===== config.mk =====
export PLATFORM = sky130hd
export DESIGN_NAME = mc_page_seq
export DESIGN_NICKNAME = d
export VERILOG_FILES = /design/src/rtl/mc_page_seq_pkg.sv /design/src/rtl/mc_page_seq.sv
export SDC_FILE = /design/constraint.sdc
export NUM_CORES = 1
export LEC_CHECK = 0
export BUFFER_PORTS_ARGS = -buffer_cell sky130_fd_sc_hd__buf_2
export CAP_MARGIN = 20
export CORE_MARGIN = 2
export CORE_UTILIZATION = 35
export CTS_BUF_LIST = sky130_fd_sc_hd__clkbuf_2 sky130_fd_sc_hd__clkbuf_4 sky130_fd_sc_hd__clkbuf_8
export CTS_CLUSTER_DIAMETER = 150
export DETAILED_ROUTE_END_ITERATION = 7
export GPL_TIMING_DRIVEN = 0
export PLACE_DENSITY_LB_ADDON = 0.12
export SYNTH_ARGS = -nofsm -noshare
export SYNTH_HDL_FRONTEND = slang
export SYNTH_SLANG_ARGS = --single-unit

===== constraint.sdc =====
create_clock -name clk -period 5.44 [get_ports clk]
set_input_delay 1.088 -clock clk [delete_from_list [all_inputs] [get_ports clk]]
set_output_delay 1.088 -clock clk [all_outputs]
set_load 0.02 [all_outputs]

===== src/rtl/mc_page_seq_pkg.sv =====
// Shared encodings for the SDRAM page command sequencer: command codes,
// FSM state codes and the wait-counter load helper.
package mc_page_seq_pkg;

    localparam logic [2:0] MC_CMD_NOP    = 3'd0;
    localparam logic [2:0] MC_CMD_PRE    = 3'd1;
    localparam logic [2:0] MC_CMD_PREALL = 3'd2;
    localparam logic [2:0] MC_CMD_ACT    = 3'd3;
    localparam logic [2:0] MC_CMD_RD     = 3'd4;
    localparam logic [2:0] MC_CMD_WR     = 3'd5;
    localparam logic [2:0] MC_CMD_REF    = 3'd6;

    localparam logic [3:0] MC_ST_IDLE   = 4'd0;
    localparam logic [3:0] MC_ST_PRE    = 4'd1;
    localparam logic [3:0] MC_ST_PRE_W  = 4'd2;
    localparam logic [3:0] MC_ST_ACT    = 4'd3;
    localparam logic [3:0] MC_ST_ACT_W  = 4'd4;
    localparam logic [3:0] MC_ST_COL    = 4'd5;
    localparam logic [3:0] MC_ST_PALL   = 4'd6;
    localparam logic [3:0] MC_ST_PALL_W = 4'd7;
    localparam logic [3:0] MC_ST_REF    = 4'd8;
    localparam logic [3:0] MC_ST_REF_W  = 4'd9;

    // The command cycle itself counts as the first of the spacing cycles.
    function automatic logic [3:0] mc_wait_load(input int cyc);
        return (cyc > 1) ? 4'(cyc - 2) : 4'd0;
    endfunction

endpackage


===== src/rtl/mc_page_seq.sv =====
// Per-chip-select SDRAM page command sequencer (PRE/ACT/RD/WR/PREALL/REF).
// Define MC_AUTO_PRECHARGE_EN for close-page policy (RD/WR with auto-precharge).
module mc_page_seq
    import mc_page_seq_pkg::*;
#(
    parameter int TRP_CYC  = 2,
    parameter int TRCD_CYC = 2,
    parameter int TRFC_CYC = 7
) (
    input  logic        clk,
    input  logic        rst,
    input  logic        req,
    input  logic        req_we,
    input  logic [1:0]  req_bank,
    input  logic [12:0] req_row,
    output logic        req_ack,
    input  logic        rfr_req,
    output logic        rfr_ack,
    input  logic        bank_open,
    input  logic        any_bank_open,
    input  logic        row_same,
    output logic [1:0]  bank_adr,
    output logic [12:0] row_adr,
    output logic        bank_set,
    output logic        bank_clr,
    output logic        bank_clr_all,
    output logic [2:0]  cmd,
    output logic        cmd_ap
);

    logic [3:0]  r_state;
    logic [3:0]  r_wcnt;
    logic        r_ap_rec;
    logic        r_we;
    logic [1:0]  r_bank;
    logic [12:0] r_row;

    logic [3:0]  w_nxt;
    logic        w_ld;
    logic [3:0]  w_ld_val;
    logic        w_wdone;

    assign w_wdone  = (r_wcnt == 4'd0);
    // The tracker must answer for the incoming request while still in IDLE.
    assign bank_adr = (r_state == MC_ST_IDLE) ? req_bank : r_bank;
    assign row_adr  = (r_state == MC_ST_IDLE) ? req_row  : r_row;

    always_comb begin
        w_nxt    = r_state;
        w_ld     = 1'b0;
        w_ld_val = 4'd0;
        case (r_state)
            MC_ST_IDLE: begin
                if (rfr_req)
                    w_nxt = any_bank_open ? MC_ST_PALL : MC_ST_REF;
                else if (req) begin
                    if (bank_open && row_same) w_nxt = MC_ST_COL;
                    else if (bank_open)        w_nxt = MC_ST_PRE;
                    else                       w_nxt = MC_ST_ACT;
                end
            end
            MC_ST_PRE: begin
                if (TRP_CYC > 1) begin
                    w_nxt = MC_ST_PRE_W; w_ld = 1'b1; w_ld_val = mc_wait_load(TRP_CYC);
                end else
                    w_nxt = MC_ST_ACT;
            end
            MC_ST_PRE_W:  if (w_wdone) w_nxt = r_ap_rec ? MC_ST_IDLE : MC_ST_ACT;
            MC_ST_ACT: begin
                if (TRCD_CYC > 1) begin
                    w_nxt = MC_ST_ACT_W; w_ld = 1'b1; w_ld_val = mc_wait_load(TRCD_CYC);
                end else
                    w_nxt = MC_ST_COL;
            end
            MC_ST_ACT_W:  if (w_wdone) w_nxt = MC_ST_COL;
            MC_ST_COL: begin
`ifdef MC_AUTO_PRECHARGE_EN
                if (TRP_CYC > 1) begin
                    w_nxt = MC_ST_PRE_W; w_ld = 1'b1; w_ld_val = mc_wait_load(TRP_CYC);
                end else
                    w_nxt = MC_ST_IDLE;
`else
                w_nxt = MC_ST_IDLE;
`endif
            end
            MC_ST_PALL: begin
                if (TRP_CYC > 1) begin
                    w_nxt = MC_ST_PALL_W; w_ld = 1'b1; w_ld_val = mc_wait_load(TRP_CYC);
                end else
                    w_nxt = MC_ST_REF;
            end
            MC_ST_PALL_W: if (w_wdone) w_nxt = MC_ST_REF;
            MC_ST_REF: begin
                if (TRFC_CYC > 1) begin
                    w_nxt = MC_ST_REF_W; w_ld = 1'b1; w_ld_val = mc_wait_load(TRFC_CYC);
                end else
                    w_nxt = MC_ST_IDLE;
            end
            MC_ST_REF_W:  if (w_wdone) w_nxt = MC_ST_IDLE;
            default:      w_nxt = MC_ST_IDLE;
        endcase
    end

    always_ff @(posedge clk or posedge rst) begin
        if (rst) begin
            r_state  <= MC_ST_IDLE;
            r_wcnt   <= 4'd0;
            r_ap_rec <= 1'b0;
            r_we     <= 1'b0;
            r_bank   <= 2'd0;
            r_row    <= 13'd0;
        end else begin
            r_state <= w_nxt;
            if (w_ld)
                r_wcnt <= w_ld_val;
            else if (!w_wdone)
                r_wcnt <= r_wcnt - 4'd1;
            // PRE_W is shared: remember whether it follows an auto-precharge COL.
            if (w_nxt == MC_ST_PRE_W && r_state != MC_ST_PRE_W)
                r_ap_rec <= (r_state == MC_ST_COL);
            if (r_state == MC_ST_IDLE && w_nxt != MC_ST_IDLE) begin
                r_we   <= req_we;
                r_bank <= req_bank;
                r_row  <= req_row;
            end
        end
    end

    always_comb begin
        cmd          = MC_CMD_NOP;
        cmd_ap       = 1'b0;
        req_ack      = 1'b0;
        rfr_ack      = 1'b0;
        bank_set     = 1'b0;
        bank_clr     = 1'b0;
        bank_clr_all = 1'b0;
        case (r_state)
            MC_ST_PRE: begin
                cmd      = MC_CMD_PRE;
                bank_clr = 1'b1;
            end
            MC_ST_ACT: begin
                cmd      = MC_CMD_ACT;
                bank_set = 1'b1;
            end
            MC_ST_COL: begin
                cmd     = r_we ? MC_CMD_WR : MC_CMD_RD;
                req_ack = 1'b1;
`ifdef MC_AUTO_PRECHARGE_EN
                cmd_ap   = 1'b1;
                bank_clr = 1'b1;
`endif
            end
            MC_ST_PALL: begin
                cmd          = MC_CMD_PREALL;
                bank_clr_all = 1'b1;
            end
            MC_ST_REF: begin
                cmd     = MC_CMD_REF;
                rfr_ack = 1'b1;
            end
            default: ;
        endcase
    end

endmodule

==> reports/metrics.cfg, run 1 <==
[worst_setup_path]
critPathTopFamily = buffers and inverters
cp.required_ns = 4.35
cp-end-kind = output pin
crit_slowest_cell = dfrtp_1
startpoint_type = flip-flop
critPathBufInv = 4
cp_data_arrival_time_ns = 2.26
crit_path_max_incr_delay_ns = 0.45
worstSetupPathType = reg -> out
cp_cell_sequence = clkbuf_1 > nor4_1 > buf_2 > clkbuf_1 > nand2_1 > nand2_1 > buf_2
cp_max_fo = 10

[pwr]
peakVddDrop_uv = 335
power_density_nw_per_um2 = 711
p_total_mw = 1.33
leakagePower_nw = 0.958

[die]
die_area_um2 = 4850
rows = 23
initial_core_util = 0.369
core_um2 = 4090
die_w_um = 69.7
die_h_um = 69.7
io_pins = 47

[global_route]
grt_usage = 0.147
grt_pass1_wl_um = 5870
antenna_found_initial = 0
grt_overflow = 0
grt_max_degree = 26
grt_pass1_vias = 1238

[timing]
skew_ns = 0.00285
fin_tns_setup_ns = 0
setup_viol = 0
period_share = 0.615
rsz0062_at_grt = false
relSlewSlack = 0.609
max_freq_mhz = 299
drv_slew = 0
worstMarginPinSlew_ns = 0.582
layout_setup_ws_ns = 2.10
whs_ns = 0.514
hold_viol = 0
min_period_ns = 3.34

[logic_synthesis]
synth_top_area_cell = dfrtp_1
avgSynthCellArea_um2 = 8.48
ys_seq_area_frac = 0.415
ys_top_cells_by_area = dfrtp_1 (41%), nand2_1 (13%), mux2_2 (5.2%)
yosys-top-cells-count = nand2_1 (51), dfrtp_1 (25), inv_1 (12), nor2_1 (10), o22ai_1 (9)
yosys.area.top_type_share = 0.415
yosysMostFrequentCell = nand2_1
yosys_warnings = 0
synth-edff-count = 0
syn-num-nets = 202
ys_seq_elements = 25
synth-main-ff-cell = dfrtp_1
synth_cells = 178
synth_cell_types = 40
syn_area_um2 = 1510
async_reset_ff_frac = 1.00

[clock_tree]
h-tree-depth = 1
post_cts_buffers = 0
cts_sinks = 25
clock_path_buffers = 2
cts_resized = 0
cts_root_buffer = clkbuf_8
cts_made_buffers = 3
clk_latency_ns = 0.27
clk_pin_slew_worst_paths_ns = 0.09
hold_buffers = 0
cts_tree = built

[placement]
placed_cell_area_um2 = 1800
placed_cells = 273
routabilityCongestion = 0.809
dp_hpwl_um = 2500
pre_cts_slack_ns = 1.87
numPortBuffers = 45

[cells_and_area]
final_util = 0.459
drive_above_1_share = 0.310
area_delta_synth_final_pct = 24.3
fin_cells = 279
antenna_cells = 0
final_cell_area_um2 = 1880
finalNetCount = 254
fillers = 425

[hold_path]
hold_path_class = reg -> reg

[routing]
drc = 0
drt_pass1_iterations = 4
finalWirelength_um = 3350
vias = 1350
post_drt_wl_per_cell_um = 12.0
final_antenna_net_count = 0
drt_iter0_markers = 100
vias_per_cell = 4.84

[job]
max-cap-violations = 0

[status]
outcome = completed

layer usage:
metal | track usage | vias to the layer above | part of all wire | wire length (µm)
met5 | 0 | - | 0 | 0
met4 | 0.0449 | 0 | 0.0092 | 31
met3 | 0.0233 | 4 | 0.062 | 209
met2 | 0.226 | 41 | 0.43 | 1430
met1 | 0.212 | 609 | 0.50 | 1680
li1 | - | 696 | - | -
cell type report:
cell class / instances / area [µm²] / area share
multi-input cells: 131 / 782 / 0.417
flip-flops and latches: 25 / 626 / 0.334
inverters: 12 / 45.0 / 0.0240
clock inverters: 1 / 5.00 / 0.00267
repair buffers: 47 / 258 / 0.137
plain buffers: 10 / 56.3 / 0.0300
clock buffers: 3 / 41.3 / 0.0220
well taps: 50 / 62.6 / 0.0334
cells by family (layout without fill, tap and decap cells):
logic type      count (synthesis)  in the layout  share of synthesized area
simple gates                   88             88                      0.281
fa+ha+maj                       1              1                    0.00829
xor+xnor                        2              2                     0.0116
mux                            10             10                     0.0821
other cells                     1              1                    0.00249
compound gates                 29             29                      0.133
flops                          25             25                      0.415
buf+inv                        22             73                     0.0672
worst register-to-register path: stages, from the launching register on:
cell and delay (ns):
dfrtp_1 0.41, inv_1 0.07, ha_1 0.19, or3b_1 0.37
buf_6 0.15, and3_4 0.18, a211o_4 0.28, nor4_4 0.56
nor2_4 0.14, buf_6 0.19, mux2_4 0.30
power by group:
part / total, mW / internal [mW] / leakage [nW] / switching (mW)
clock network: 0.110 / 0.0512 / 0.0255 / 0.0588
logic: 0.882 / 0.358 / 0.628 / 0.524
registers: 0.341 / 0.280 / 0.304 / 0.0614
final timing paths:
check                                      startpoint                     to  slack (ns)  cells after the start
worst max-delay path             r_state[2]$_DFF_PP0_             row_adr[9]        2.10                      7
worst min-delay path            r_bank[1]$_DFFE_PP0P_  r_bank[1]$_DFFE_PP0P_        0.51                      1
worst max register to register  r_wcnt[0]$_DFFE_PP0P_   r_row[3]$_DFFE_PP0P_        2.51                     10
worst min register to register  r_bank[1]$_DFFE_PP0P_  r_bank[1]$_DFFE_PP0P_        0.51                      1
max in group asynchronous                         rst  r_bank[1]$_DFFE_PP0P_        4.21                      3
min in group asynchronous                         rst  r_row[11]$_DFFE_PP0P_        0.80                      2
state kept, by name, indices dropped and copies added (netlist names):
name	flops
r_row	13
r_state	4
r_wcnt	4
r_bank	2
r_ap_rec	1
r_we	1
cells in the final DEF, fill, tap and decap left out, drive strengths merged, types with 6 or more instances in the layout:
| cell | instances |
|---|---|
| inv | 12 |
| dfrtp | 25 |
| clkbuf | 8 |
| nand2 | 51 |
| nor3 | 6 |
| o22ai | 9 |
| buf | 52 |
| a21oi | 7 |
| mux2 | 10 |
| nor2 | 11 |
No activity file was read; power rests on OpenSTA's default activity.
==> inputs of run 2 (changes only) <==
--- a/config.mk
+++ b/config.mk
@@ -5,6 +5,7 @@
 export SDC_FILE = /design/constraint.sdc
 export NUM_CORES = 1
 export LEC_CHECK = 0
+export ABC_AREA = 1
 export BUFFER_PORTS_ARGS = -buffer_cell sky130_fd_sc_hd__buf_2
 export CAP_MARGIN = 20
 export CORE_MARGIN = 2
==> constraint.sdc (replaced) <==
create_clock -name clk -period 3 [get_ports clk]
set_input_delay 0.6 -clock clk [delete_from_list [all_inputs] [get_ports clk]]
set_output_delay 0.6 -clock clk [all_outputs]
set_load 0.02 [all_outputs]
==> run 2 against run 1 <==
Compared with the run above: synthesized cell count grew 29%; final area grew 0.33%; hold slack got worse by 0.30 ns; sequential power increased by 77%; power up 80%; wire length increased by 8.2%; largest power group unchanged; highest routed layer unchanged.
==> reports/metrics.cfg, run 2 <==
[status]
outcome = completed

[logic_synthesis]
avgSynthCellArea_um2 = 6.64  ; -22%
syn-num-nets = 253  ; +25%
synth_cell_types = 23  ; -43%
synth-edff-count = 0  ; unchanged
yosys-top-cells-count = nand2_1 (106), nand3_1 (27), dfrtp_1 (25), nor2_1 (18), inv_1 (17)
syn_area_um2 = 1520  ; +0.75%
ys_top_cells_by_area = dfrtp_1 (41%), nand2_1 (26%), nand3_1 (8.9%)
yosys_warnings = 0  ; unchanged
yosys.area.top_type_share = 0.412  ; -0.00307
synth_xor_area_frac = 0.0115  ; -0.0000860
ys_seq_area_frac = 0.412  ; -0.00307
synth-main-ff-cell = dfrtp_1
muxShareOfSynthArea = 0  ; -0.0821
async_reset_ff_frac = 1.00  ; unchanged
synth_top_area_cell = dfrtp_1
synth_cells = 229  ; +29%
synth_top_family_by_area = simple AND/OR/NAND/NOR gates
synth_fa_ha_area_frac = 0.00823  ; -0.0000614
synth-simple-area-share = 0.449  ; +0.167
ys_seq_elements = 25  ; unchanged
yosysMostFrequentCell = nand2_1
synth_compound_area_frac = 0.0403  ; -0.0923

[global_route]
grt_overflow = 0  ; unchanged
grt_pass1_vias = 1399  ; +13%
antenna_found_initial = 0  ; unchanged
grt_max_degree = 26  ; unchanged
grt_pass1_wl_um = 6400  ; +8.9%
grt_usage = 0.158  ; +0.0111

[cells_and_area]
regMostFlops = r_row
area_delta_synth_final_pct = 23.8
top_regs = r_row (13), r_state (4), r_wcnt (4)
drive_above_1_share = 0.233  ; -0.0771
finalNetCount = 304  ; +20%
antenna_cells = 0  ; unchanged
final_common_cell = nand2_1
final_util = 0.461  ; +0.00153
largest_reg_flops = 13  ; unchanged
final_cell_mix = nand2_1 (106), buf_2 (46), nand3_1 (27)

[placement]
numPortBuffers = 45  ; unchanged
pre_cts_slack_ns = 0.713  ; -1.16 ns
routabilityCongestion = 0.932  ; +15%
dp_hpwl_um = 2780  ; +11%

[routing]
post_drt_wl_per_cell_um = 11.0  ; -8.2%
final_antenna_net_count = 0  ; unchanged
vias = 1553  ; +15%
vias_per_cell = 4.72  ; -2.4%
drt_iter0_markers = 50  ; -50%
drc = 0  ; unchanged
finalWirelength_um = 3630  ; +8.2%
drt_pass1_iterations = 4  ; unchanged

[job]
max-cap-violations = 0  ; unchanged

[die]
die_h_um = 69.9  ; +0.35%
io_pins = 47  ; unchanged
die_area_um2 = 4890  ; +0.70%
initial_core_util = 0.372  ; +0.00276
die_w_um = 69.9  ; +0.35%
core_um2 = 4090  ; unchanged
rows = 23  ; unchanged

[timing]
period_share = 0.853
drv_slew = 0  ; unchanged
hold_viol = 0  ; unchanged
whs_ns = 0.213  ; -0.301 ns
setup_viol = 0  ; unchanged
layout_setup_ws_ns = 0.440  ; -1.66 ns
max_freq_mhz = 391
skew_ns = 0.00633  ; +0.00348 ns
rsz0062_at_grt = false
min_period_ns = 2.56
fin_tns_setup_ns = 0  ; unchanged

[pwr]
p_total_mw = 2.40  ; +80%
peakVddDrop_uv = 709  ; +110%
leakagePower_nw = 1.13  ; +18%
power_density_nw_per_um2 = 1270  ; +79%

[clock_tree]
cts_tree = built
cts_sinks = 25  ; unchanged
clk_pin_slew_worst_paths_ns = 0.09  ; about the same
cts_made_buffers = 3  ; unchanged
hold_buffers = 0  ; unchanged
h-tree-depth = 1  ; unchanged
post_cts_buffers = 0  ; unchanged
clock_path_buffers = 2  ; unchanged
clk_latency_ns = 0.27  ; about the same
cts_resized = 0  ; unchanged
cts_root_buffer = clkbuf_8

[worst_setup_path]
startpoint_type = flip-flop
cp-end-kind = output pin
cp.required_ns = 2.40  ; -1.95 ns
cp_max_fo = 10  ; unchanged
timing.rr.start = r_wcnt[0]$_DFFE_PP0P_
worstSetupPathType = reg -> out
cp-startpoint = r_state[0]$_DFF_PP0_
cp_data_arrival_time_ns = 1.96  ; -0.30 ns

[hold_path]
hold_path_class = in -> async

## run 2: changes by cell type after synthesis, sizes merged, moves of 3 or more
cell | before | now
nand2 | 51 | 108
nor2b | 5 | 0
nand3 | 0 | 29
inv | 12 | 21
mux2 | 10 | 0
nor3 | 6 | 0
o22ai | 9 | 1
a21oi | 7 | 4
o21ai | 2 | 7
nor2 | 11 | 22
## run 2: layout make-up
cell class,count,area [µm²]
fill,421,2200
multi-input combinational,176,777
sequential,25,626
timing repair buffer,46,253
inverter,21,78.8
tap,50,62.6
clock buffer,3,41.3
buffer,7,38.8
clock inverter,1,5.00
## run 2: where the power goes
| group | total, mW | switching (mW) | internal (mW) |
|---|---|---|---|
| clock | 0.196 | 0.103 | 0.0928 |
| sequential | 0.604 | 0.103 | 0.501 |
| combinational | 1.60 | 1.08 | 0.519 |
| total | 2.40 | 1.29 | 1.11 |
## run 2: stage by stage
step	cells	cell area, µm²
final	329	1880
after global routing	329	1880
after CTS	328	1850
after detailed placement	324	1810
after global placement	324	1810
after floorplan	229	1520
## run 2: critical path, stage by stage, from the launching register on
cell      delay [ns]
dfrtp_1         0.47
nor2_2          0.22
nand2_4         0.13
inv_2           0.15
clkbuf_1        0.40
nand2_1         0.10
nand2_1         0.07
buf_2           0.15
## run 2: final timing paths
kind | endpoint | slack (ns) | cells past startpoint
setup / recovery | row_adr[1] | 0.44 | 7
hold reg to reg | r_row[12]$_DFFE_PP0P_ | 0.47 | 2
min in group clk | r_row[12]$_DFFE_PP0P_ | 0.47 | 2
setup reg to reg | r_bank[0]$_DFFE_PP0P_ | 0.92 | 10
max in group asynchronous | r_state[1]$_DFF_PP0_ | 2.42 | 3
hold / removal | r_row[4]$_DFFE_PP0P_ | 0.21 | 2
## run 2: cell families after synthesis
group | after synthesis
xor gates and xnor gates | 2
and+or+nand+nor | 160
DFF | 25
AOI/OAI and AO/OA | 12
adders and majority gates | 1
buffers and inverters | 28
other | 1
## run 2: layer usage
metal / GRT usage / up-vias / share of wire / wire length [µm]
li1: - / 806 / - / -
met1: 0.213 / 707 / 0.47 / 1700
met2: 0.270 / 38 / 0.47 / 1720
met3: 0.0361 / 2 / 0.052 / 187
met4: 0.0128 / 0 / 0.0052 / 19
met5: 0 / - / 0 / 0
==> inputs of run 3 (changes only) <==
--- a/config.mk
+++ b/config.mk
@@ -8,7 +8,7 @@
 export ABC_AREA = 1
 export BUFFER_PORTS_ARGS = -buffer_cell sky130_fd_sc_hd__buf_2
 export CAP_MARGIN = 20
-export CORE_MARGIN = 2
+export CORE_MARGIN = 1.5
 export CORE_UTILIZATION = 35
 export CTS_BUF_LIST = sky130_fd_sc_hd__clkbuf_2 sky130_fd_sc_hd__clkbuf_4 sky130_fd_sc_hd__clkbuf_8
 export CTS_CLUSTER_DIAMETER = 150
==> constraint.sdc (replaced) <==
create_clock -name clk -period 2.18 [get_ports clk]
set_input_delay 0.436 -clock clk [delete_from_list [all_inputs] [get_ports clk]]
set_output_delay 0.436 -clock clk [all_outputs]
set_load 0.02 [all_outputs]
==> run 3 against run 2 <==
Compared with the run above: critical path depth unchanged; setup slack worse by 0.31 ns; register-to-register slack lost 0.73 ns; non-clock buffer count up 1; core utilization is 1.3 points higher; final area is 2.7% higher; cell count rose by 0.30%; critical endpoint is now row_adr[4]; largest power group unchanged.
==> reports/metrics.cfg, run 3 (same netlist as run 2, synthesis figures left out) <==
[routing]
drt_pass1_iterations = 4  ; unchanged
drc = 0  ; unchanged
finalWirelength_um = 3820  ; +5.2%
final_antenna_net_count = 0  ; unchanged
drt_iter0_markers = 79  ; +58%
vias_per_cell = 4.70  ; -0.37%
post_drt_wl_per_cell_um = 11.6  ; +4.9%
vias = 1552  ; -0.064%

[timing]
whs_ns = 0.0387  ; -0.174 ns
drv_slew = 0  ; unchanged
fin_tns_setup_ns = 0  ; unchanged
setup_viol = 0  ; unchanged
rsz0062_at_grt = false
skew_ns = 0.0114  ; +0.00512 ns
hold_viol = 0  ; unchanged
max_freq_mhz = 489
min_period_ns = 2.05
period_share = 0.939

[global_route]
antenna_found_initial = 0  ; unchanged
grt_pass1_wl_um = 6020  ; -5.8%
grt_max_degree = 26  ; unchanged
grt_pass1_vias = 1307  ; -6.6%
grt_usage = 0.174  ; +0.0156
grt_overflow = 0  ; unchanged

[cells_and_area]
finalNetCount = 305  ; +0.33%
area_delta_synth_final_pct = 27.2
multi_input_area_um2 = 805  ; +3.5%
fillers = 453  ; +7.6%
antenna_cells = 0  ; unchanged
fin_cells = 330  ; +0.30%
drive_above_1_share = 0.264  ; +0.0313
largest_reg_flops = 13  ; unchanged
final_cell_mix = nand2_1 (106), buf_2 (45), nand3_1 (26)
regArea_um2 = 628  ; +0.40%
final_common_cell = nand2_1
top_regs = r_row (13), r_state (4), r_wcnt (4)
regMostFlops = r_row
final_cell_area_um2 = 1930  ; +2.7%

[die]
io_pins = 47  ; unchanged
core_um2 = 4090  ; unchanged
rows = 23  ; unchanged
die_w_um = 68.9  ; -1.4%
initial_core_util = 0.372  ; unchanged
die_h_um = 68.9  ; -1.4%
die_area_um2 = 4750  ; -2.8%

[placement]
placed_cell_area_um2 = 1810  ; unchanged
numPortBuffers = 45  ; unchanged
dp_hpwl_um = 2840  ; +2.3%
placed_cells = 324  ; unchanged
routabilityCongestion = 0.929  ; -0.29%

[clock_tree]
clock_path_buffers = 2  ; unchanged
clk_pin_slew_worst_paths_ns = 0.09  ; about the same
cts_root_buffer = clkbuf_8
cts_made_buffers = 3  ; unchanged
cts_tree = built
hold_buffers = 0  ; unchanged
h-tree-depth = 1  ; unchanged
clk_latency_ns = 0.28  ; about the same
cts_sinks = 25  ; unchanged

[worst_setup_path]
worstSetupPathType = reg -> out
worstReg2RegEnd = r_row[1]$_DFFE_PP0P_
r2r_setup_slack_ns = 0.19  ; -0.73 ns
cp.required_ns = 1.74  ; -0.66 ns
timing.rr.start = r_wcnt[0]$_DFFE_PP0P_
cp_max_fo = 10  ; unchanged
cp_data_arrival_time_ns = 1.61  ; -0.35 ns
cp-end-kind = output pin
startpoint_type = flip-flop
ff2ff_path_depth = 12  ; +2

[job]
max-cap-violations = 0  ; unchanged

[pwr]
peakVddDrop_uv = 1000  ; +42%
leakagePower_nw = 1.15  ; +1.6%
power_density_nw_per_um2 = 1780  ; +40%

[hold_path]
hold_path_class = in -> async

[status]
outcome = completed

==> run 3: how the worst max path moves through the flow <==
stage                         startpoint           to  slack, ns  cells after the start
detailed placement  r_state[0]$_DFF_PP0_   row_adr[4]       0.03                      7
finish              r_state[1]$_DFF_PP0_   row_adr[4]       0.13                      7
global placement    r_state[0]$_DFF_PP0_  bank_adr[0]      0.006                      7
CTS                 r_state[0]$_DFF_PP0_   row_adr[4]      0.002                      7
floorplan           r_state[0]$_DFF_PP0_  bank_adr[0]       0.40                      6
global route        r_state[2]$_DFF_PP0_   row_adr[5]       0.02                      7
==> run 3: layout make-up <==
class / instances / area share
Buffer: 7 / 0.0259
Clock buffer: 3 / 0.0214
Clock inverter: 1 / 0.00259
Inverter: 21 / 0.0421
Multi-Input combinational cell: 176 / 0.416
Sequential cell: 25 / 0.325
Tap cell: 50 / 0.0324
Timing Repair Buffer: 47 / 0.135
==> run 3: metal layers <==
| layer | GRT usage | wire length, µm | vias up |
|---|---|---|---|
| met2 | 0.274 | 1700 | 30 |
| li1 | - | - | 812 |
| met1 | 0.237 | 1920 | 705 |
| met3 | 0.0390 | 151 | 5 |
| met5 | 0 | 0 | - |
| met4 | 0.0515 | 42 | 0 |
==> run 3: critical path, cell delays in order, from the launching register on <==
cell,delay (ns)
dfrtp_1,0.45
nor2_4,0.18
nand2_4,0.12
inv_4,0.12
buf_4,0.18
nand2_1,0.06
nand2_1,0.06
buf_2,0.16
==> run 3: where the power goes <==
part           total (mW)  internal, mW  switching, mW  leakage [nW]
combinational        2.32         0.788           1.54         0.816
sequential          0.838         0.692          0.145         0.310
clock               0.280         0.128          0.151        0.0255
total                3.44          1.61           1.83          1.15
==> run 3: timing repair <==
action,CTS,global route
setup endpoints to repair,15,25
buffers inserted,0,1
endpoints found under the hold margin,0,0
gates resized for setup,7,10
==> run 3: per-stage QoR <==
stage / setup WS [ns] / power (mW) / util
finish: 0.134 / 3.44 / 0.473
global route: 0.0166 / 3.81 / 0.473
CTS: 0.00211 / 3.39 / 0.458
detailed placement: 0.0284 / 3.07 / 0.442
global placement: 0.00636 / 3.06 / 0.442
floorplan: 0.403 / 2.45 / -
